$ cat src/rtl/wb_port_arbiter.sv
// Register-file write-port arbiter between the pipeline write-back stage and a debug unit.
// The pipeline normally wins; a starved debug write eventually stalls the pipeline.
module wb_port_arbiter #(
  parameter int unsigned NB_DATA        = 32,
  parameter int unsigned NB_REG_ADDRESS = 5,
  parameter int unsigned MAX_STARVE     = 4
) (
  input  logic                      i_clock,
  input  logic                      i_reset,
  input  logic                      i_wb_valid,
  input  logic [NB_DATA-1:0]        i_wb_data,
  input  logic [NB_REG_ADDRESS-1:0] i_wb_address,
  input  logic                      i_dbg_req,
  input  logic [NB_DATA-1:0]        i_dbg_data,
  input  logic [NB_REG_ADDRESS-1:0] i_dbg_address,
  output logic                      o_rf_write_enable,
  output logic [NB_DATA-1:0]        o_rf_data,
  output logic [NB_REG_ADDRESS-1:0] o_rf_address,
  output logic                      o_pipe_stall,
  output logic                      o_dbg_grant,
  output logic                      o_conflict
);

  typedef enum logic [1:0] {
    StPipe,
    StStall,
    StDbg
  } state_e;

  localparam logic [3:0] MaxStarve = 4'(MAX_STARVE);

  state_e                      state_q, state_d;
  logic [3:0]                  cnt_q, cnt_d;
  logic                        we_q, we_d;
  logic [NB_DATA-1:0]          data_q, data_d;
  logic [NB_REG_ADDRESS-1:0]   addr_q, addr_d;
  logic                        stall_q, stall_d;
  logic                        grant_q, grant_d;
  logic                        conflict_q, conflict_d;
  logic                        take_wb;
  logic                        take_dbg;

  // Next-state logic. The pipeline write is always accepted when valid; the
  // debug write is accepted only while the arbiter owns the port for debug.
  always_comb begin
    state_d    = state_q;
    cnt_d      = cnt_q;
    conflict_d = conflict_q;
    take_wb    = i_wb_valid;
    take_dbg   = 1'b0;

    case (state_q)
      StPipe: begin
        if (!i_dbg_req) begin
          cnt_d = '0;
        end else if (!i_wb_valid) begin
          state_d = StDbg;
        end else begin
          cnt_d = (cnt_q >= MaxStarve) ? cnt_q : cnt_q + 4'd1;
          if (cnt_d >= MaxStarve) begin
            state_d = StStall;
          end
        end
      end

      StStall: begin
        if (!i_dbg_req) begin
          state_d = StPipe;
          cnt_d   = '0;
        end else if (!i_wb_valid) begin
          state_d = StDbg;
        end
      end

      StDbg: begin
        // A pipeline write here means the pipeline ignored the stall.
        if (i_wb_valid) begin
          conflict_d = 1'b1;
        end
        if (!i_dbg_req) begin
          state_d = StPipe;
          cnt_d   = '0;
        end else if (!i_wb_valid) begin
          take_dbg = 1'b1;
          state_d  = StPipe;
          cnt_d    = '0;
        end
      end

      default: begin
        state_d = StPipe;
        cnt_d   = '0;
      end
    endcase
  end

  // Registered port drive; register 0 is never strobed but data/address still update.
  always_comb begin
    we_d    = 1'b0;
    data_d  = data_q;
    addr_d  = addr_q;
    grant_d = take_dbg;
    stall_d = (state_d != StPipe);

    if (take_wb) begin
      data_d = i_wb_data;
      addr_d = i_wb_address;
      we_d   = |i_wb_address;
    end else if (take_dbg) begin
      data_d = i_dbg_data;
      addr_d = i_dbg_address;
      we_d   = |i_dbg_address;
    end
  end

  always_ff @(posedge i_clock or negedge i_reset) begin
    if (!i_reset) begin
      state_q    <= StPipe;
      cnt_q      <= '0;
      we_q       <= 1'b0;
      data_q     <= '0;
      addr_q     <= '0;
      stall_q    <= 1'b0;
      grant_q    <= 1'b0;
      conflict_q <= 1'b0;
    end else begin
      state_q    <= state_d;
      cnt_q      <= cnt_d;
      we_q       <= we_d;
      data_q     <= data_d;
      addr_q     <= addr_d;
      stall_q    <= stall_d;
      grant_q    <= grant_d;
      conflict_q <= conflict_d;
    end
  end

  assign o_rf_write_enable = we_q;
  assign o_rf_data         = data_q;
  assign o_rf_address      = addr_q;
  assign o_pipe_stall      = stall_q;
  assign o_dbg_grant       = grant_q;
  assign o_conflict        = conflict_q;

endmodule

$ cat config.mk
export PLATFORM = sky130hd
export DESIGN_NAME = wb_port_arbiter
export DESIGN_NICKNAME = d
export VERILOG_FILES = /design/src/rtl/wb_port_arbiter.sv
export SDC_FILE = /design/constraint.sdc
export NUM_CORES = 1
export LEC_CHECK = 0
export ABC_AREA = 0
export CORE_UTILIZATION = 31
export DETAILED_ROUTE_END_ITERATION = 6
export PLACE_DENSITY = 0.69
export SLEW_MARGIN = 30
export SYNTH_ARGS = -nofsm -noshare
export SYNTH_HDL_FRONTEND = slang
export SYNTH_SLANG_ARGS = --single-unit
export TNS_END_PERCENT = 1
$ cat constraint.sdc
create_clock -name i_clock -period 3.95 [get_ports i_clock]
set_clock_uncertainty 0.2 [all_clocks]
set_input_delay 0.79 -clock i_clock [delete_from_list [all_inputs] [get_ports i_clock]]
set_output_delay 0.79 -clock i_clock [all_outputs]
set_load 0.05 [all_outputs]
==> results.tsv, run 1 <==
metric	value	unit
hold_ws	292	ps
antenna_found_initial	0	
rsz0062_at_grt	false	
finalSetupViolations	0	
gp_congestion	0.751	
clock_path_buffers	2	
fin_nets	397	
fillers	634	
die_y	85.7	µm
hpwl	3720	µm
dieArea	7350	µm²
reg2regPathDepth	4	
slowest_delay	810	ps
htreeDepth	2	
overflow	0	
status	complete, no violations	
worst_pin_slew	667	ps
cpMaxStageDelayCell	clkdlybuf4s50_1	
first_pass_iters	4	
track_usage	15.2	%
cts_buffers	5	
p_per_area	383	nW/µm²
grt_max_degree	82	
antenna_left	0	
tritoncts	done	
rrSetupSlack	2080	ps
ys.warnings.count	0	
period_needed	2470	ps
cp-startpoint	o_rf_data[21]	
hold_path_class	in2async	
crit_family	buffers and inverters	
grt_pass1_vias	1921	
layout_commonest_cell	clkdlybuf4s50_1	
synth_top_area_share	54.1	%
vias	1899	
multi_input_area	922	µm²
ys_seq_area_share	54.1	%
netlist_area	2170	µm²
numPortBuffers	118	
r2r_start	state_q[1]	
drive_gt1_share	4.70	%
clock.fmax	405	MHz
slew_violations	0	
tns	0	ps
fp.dieW	85.7	µm
critPathArrivalTime	1480	ps
synth.ff_latch_count	47	
grt_first_pass_wirelength	8900	µm
vdd_drop_max	0.195	mV
cts.sinks	47	
route.detailed.drc	0	
wl	5360	µm
yosysTopAreaCell	dfrtp_1	
start_util	32.0	%
drv_cap	0	
synthTopCellsByArea	dfrtp_1 54%, mux2i_1 17%, o21ai_0 9.0%	
synth_cells	205	
final_cell_mix	116 x clkdlybuf4s50_1, 47 x dfrtp_1, 39 x o21ai_0	
crit_chain	clkdlybuf4s50_1	
cts.clk_slew.worst_paths	90	ps
criticalPathCategory	reg2out	
reg2reg_to	o_rf_data[9]	
cp.required	2960	ps
synthesis.nets	284	
synth.distinct_cells	27	
cp_max_fo	2	
post-route-period-util	62.4	%
max-slew-margin-rel	55.5	%
cts_setup_buffers	0	
seqCellArea	1180	µm²
end_kind	output pin	
leakagePower	1.67	nW
syn2layout_area_growth	63.0	%
syn_area_per_cell	10.6	µm²
ctsHoldBuffers	0	
cts_resized	0	
std_cell_rows	30	
num_io_pins	119	
startpoint_type	register	
root_buffer	clkbuf_8	
path_buf_inv	1	
core-area	6790	µm²
routed_via_density	4.58	
clock_latency	290	ps
antenna_cells	0	
hold_violations	0	
post_drt_wl_per_cell	12.9	µm
drt_iter0_drc	33	
synth_stat cells:
library cell and count:
or4_1 3, nand3_1 4, nand3b_2 1, dfrtp_1 47, nor2_1 3, o2111ai_1 2, nand3b_1 1, clkbuf_1 7
nand2b_1 2, o21a_1 1, and2_1 1, o311a_2 1, a21boi_0 1, nand2_1 38, nand4_1 1, nor2b_1 2
and3_2 1, mux2i_1 37, o31ai_1 1, nand4b_1 1, buf_2 5, or2_4 1, buf_6 2, ha_1 1
and3_1 1, o21ai_0 39, nor4b_1 1
report_power, final:
part / internal, mW / switching [mW]
logic: 0.171 / 0.228
registers: 0.523 / 0.0248
clock network: 0.253 / 0.155
total: 0.946 / 0.408
stage by stage:
step                      instance area (µm²)  power (mW)  std cells  worst slack, ps  utilization [%]
final                                    3540        1.35        415             1480             52.1
after CTS                                3540        1.38        415             1460             52.1
after detailed placement                 3410       0.959        407             1190             50.1
after floorplan                          2170       0.774        205             2010                -
after global routing                     3540        1.43        415             1370             52.1
after global placement                   3400       0.955        407             1240             50.1
layer usage:
metal	wire (µm)	up-vias	GRT usage, %
met3	455	6	5.10
met4	40	0	3.33
met2	2470	82	25.8
li1	-	940	-
met5	0	-	0
met1	2390	871	18.7
logic make-up after synthesis:
group,Yosys count,share of synthesized area (%)
and+or+nand+nor,61,13.5
DFF,47,54.1
AOI/OAI and AO/OA,45,11.3
buffers and inverters,14,3.40
adders and majority gates,1,0.576
muxes,37,17.1
sequential cells by signal, summed over array words and instances (netlist names):
name	count
cnt_q	4
o_conflict	1
o_dbg_grant	1
o_pipe_stall	1
o_rf_address	5
o_rf_data	32
o_rf_write_enable	1
state_q	2
final cells by class:
type / instances / area share [%]
clock buffer: 6 / 2.05
clock inverter: 2 / 1.70
multi-input combinational: 144 / 26.1
sequential: 47 / 33.2
tap: 96 / 3.39
timing repair buffer: 120 / 33.6
how the worst max path moves through the flow:
| stage | to | cells after the start |
|---|---|---|
| CTS | o_rf_address[0] | 1 |
| finish | o_rf_data[21] | 1 |
| floorplan | o_pipe_stall | 4 |
| global placement | o_rf_address[4] | 5 |
| detailed placement | o_rf_data[21] | 5 |
| global route | o_rf_address[2] | 5 |
Note: power is estimated with default switching activity, not from simulation.
==> inputs of run 2 (changes only) <==
Clock period 3.95 ns to 2.5 ns, I/O delays scaled along.
==> run 2 against run 1 <==
Sequential share of layout area rose by 0.20 points. Utilization is 0.31 points lower. Combinational power is 60% higher. Sequential power is 58% higher. Non-clock buffer count rose by 1. Routed wire length up 3.5%. Largest cell class unchanged. Largest power group unchanged.
==> results.tsv, run 2 (synthesis results as in run 1) <==
metric	value	unit	change
status	complete, no violations		unchanged
cp_max_fo	2		unchanged
pre_cts_slack	321	ps	was 1190 ps
seqCellArea	1180	µm²	unchanged
slowest_delay	820	ps	was 810 ps
multi_input_area	922	µm²	unchanged
first_pass_iters	4		unchanged
clock.fmax	459	MHz	
largest_reg_flops	32		unchanged
period_needed	2180	ps	
htreeDepth	2		unchanged
crit_chain	clkdlybuf4s50_1		unchanged
clock_path_buffers	2		unchanged
post_drt_wl_per_cell	13.3	µm	was 12.9 µm
clock_latency	290	ps	about the same
drive_gt1_share	4.69	%	was 4.70%
num_io_pins	119		unchanged
fillers	657		was 634
leakagePower	1.66	nW	was 1.67 nW
root_buffer	clkbuf_8		unchanged
vdd_drop_max	0.222	mV	was 0.195 mV
max-slew-margin-rel	57.6	%	was 55.5%
hold_violations	0		unchanged
hold_path_class	in2async		unchanged
dieArea	7350	µm²	unchanged
hpwl	3990	µm	was 3720 µm
drv_cap	0		unchanged
cts_buffers	5		unchanged
tns	0	ps	unchanged
crit_family	buffers and inverters		unchanged
end_kind	output pin		unchanged
final_cell_mix	116 x clkdlybuf4s50_1, 47 x dfrtp_1, 39 x o21ai_0		unchanged
setup_slack	322	ps	was 1480 ps
overflow	0		unchanged
path_buf_inv	1		unchanged
cts.sinks	47		unchanged
drt_iter0_drc	58		was 33
grt_pass1_vias	1888		was 1921
syn2layout_area_growth	62.0	%	was 63.0%
critPathArrivalTime	1480	ps	about the same
startpoint_type	register		unchanged
gp_congestion	0.743		was 0.751
std_cell_rows	30		unchanged
track_usage	15.6	%	was 15.2%
start_util	32.0	%	unchanged
antenna_found_initial	0		unchanged
grt_first_pass_wirelength	9050	µm	was 8900 µm
cts_setup_buffers	0		unchanged
post-route-period-util	87.1	%	
worst_pin_slew	635	ps	was 667 ps
cp.required	1800	ps	was 2960 ps
route.detailed.drc	0		unchanged
criticalPathCategory	reg2out		unchanged
rsz0062_at_grt	false		unchanged
tritoncts	done		unchanged
numPortBuffers	118		unchanged
p_per_area	552	nW/µm²	was 383 nW/µm²
cts_resized	0		unchanged
finalSetupViolations	0		unchanged
wl	5550	µm	was 5360 µm
core-area	6790	µm²	unchanged
grt_max_degree	60		was 82
ctsHoldBuffers	0		unchanged
layout_commonest_cell	clkdlybuf4s50_1		unchanged
routed_via_density	4.60		was 4.58
antenna_left	0		unchanged
die_y	85.7	µm	unchanged
slew_violations	0		unchanged
antenna_cells	0		unchanged
vias	1912		was 1899
cpMaxStageDelayCell	clkdlybuf4s50_1		unchanged
cts.clk_slew.worst_paths	80	ps	was 90 ps
fp.dieW	85.7	µm	unchanged
fin_nets	398		was 397
==> run 2: cell types whose count changed in the layout (fill, tap and decap cells not counted), sizes merged <==
cell and delta:
bufinv -2, buf +1, clkbuf +1, clkinv +1
==> run 2: cell type report <==
cell class | count | share of cell area, %
repair buffers | 121 | 34.6
multi-input cells | 144 | 26.2
well taps | 96 | 3.41
clock buffers | 7 | 2.17
clock inverters | 1 | 0.142
flip-flops and latches | 47 | 33.4
==> run 2: worst paths after layout <==
path	from	end	slack, ps	cells past startpoint
max in group asynchronous	i_reset	cnt_q[1]	1540	2
max	o_rf_data[30]	o_rf_data[30]	320	1
min	i_reset	o_rf_data[5]	20	1
min reg2reg	o_conflict	o_conflict	280	1
max reg2reg	cnt_q[0]	o_pipe_stall	870	3
min in group i_clock	o_conflict	o_conflict	280	1
==> run 2: report_power, final <==
group,internal [mW],switching (mW)
Clock,0.197,0.244
Combinational,0.274,0.364
Sequential,0.826,0.0387
==> run 2: per-stage QoR <==
| step | instance area [µm²] | util (%) | cells | hold WS, ps | power, mW |
|---|---|---|---|---|---|
| after CTS | 3520 | 51.8 | 416 | 37.6 | 1.97 |
| after detailed placement | 3440 | 50.6 | 408 | 266 | 1.52 |
| after global placement | 3440 | 50.6 | 408 | 252 | 1.52 |
| final | 3520 | 51.8 | 416 | 21.0 | 1.94 |
| after floorplan | 2170 | - | 205 | 4.41 | 1.22 |
| after global routing | 3520 | 51.8 | 416 | 62.8 | 2.05 |
==> run 2: layer usage <==
layer  vias to the layer above  track usage (%)  share of wire [%]
li1                        944                -                  -
met1                       883             19.7                 46
met2                        83             26.5                 47
met3                         2             4.72                7.6
met4                         0             3.64               0.27
met5                         -                0                  0
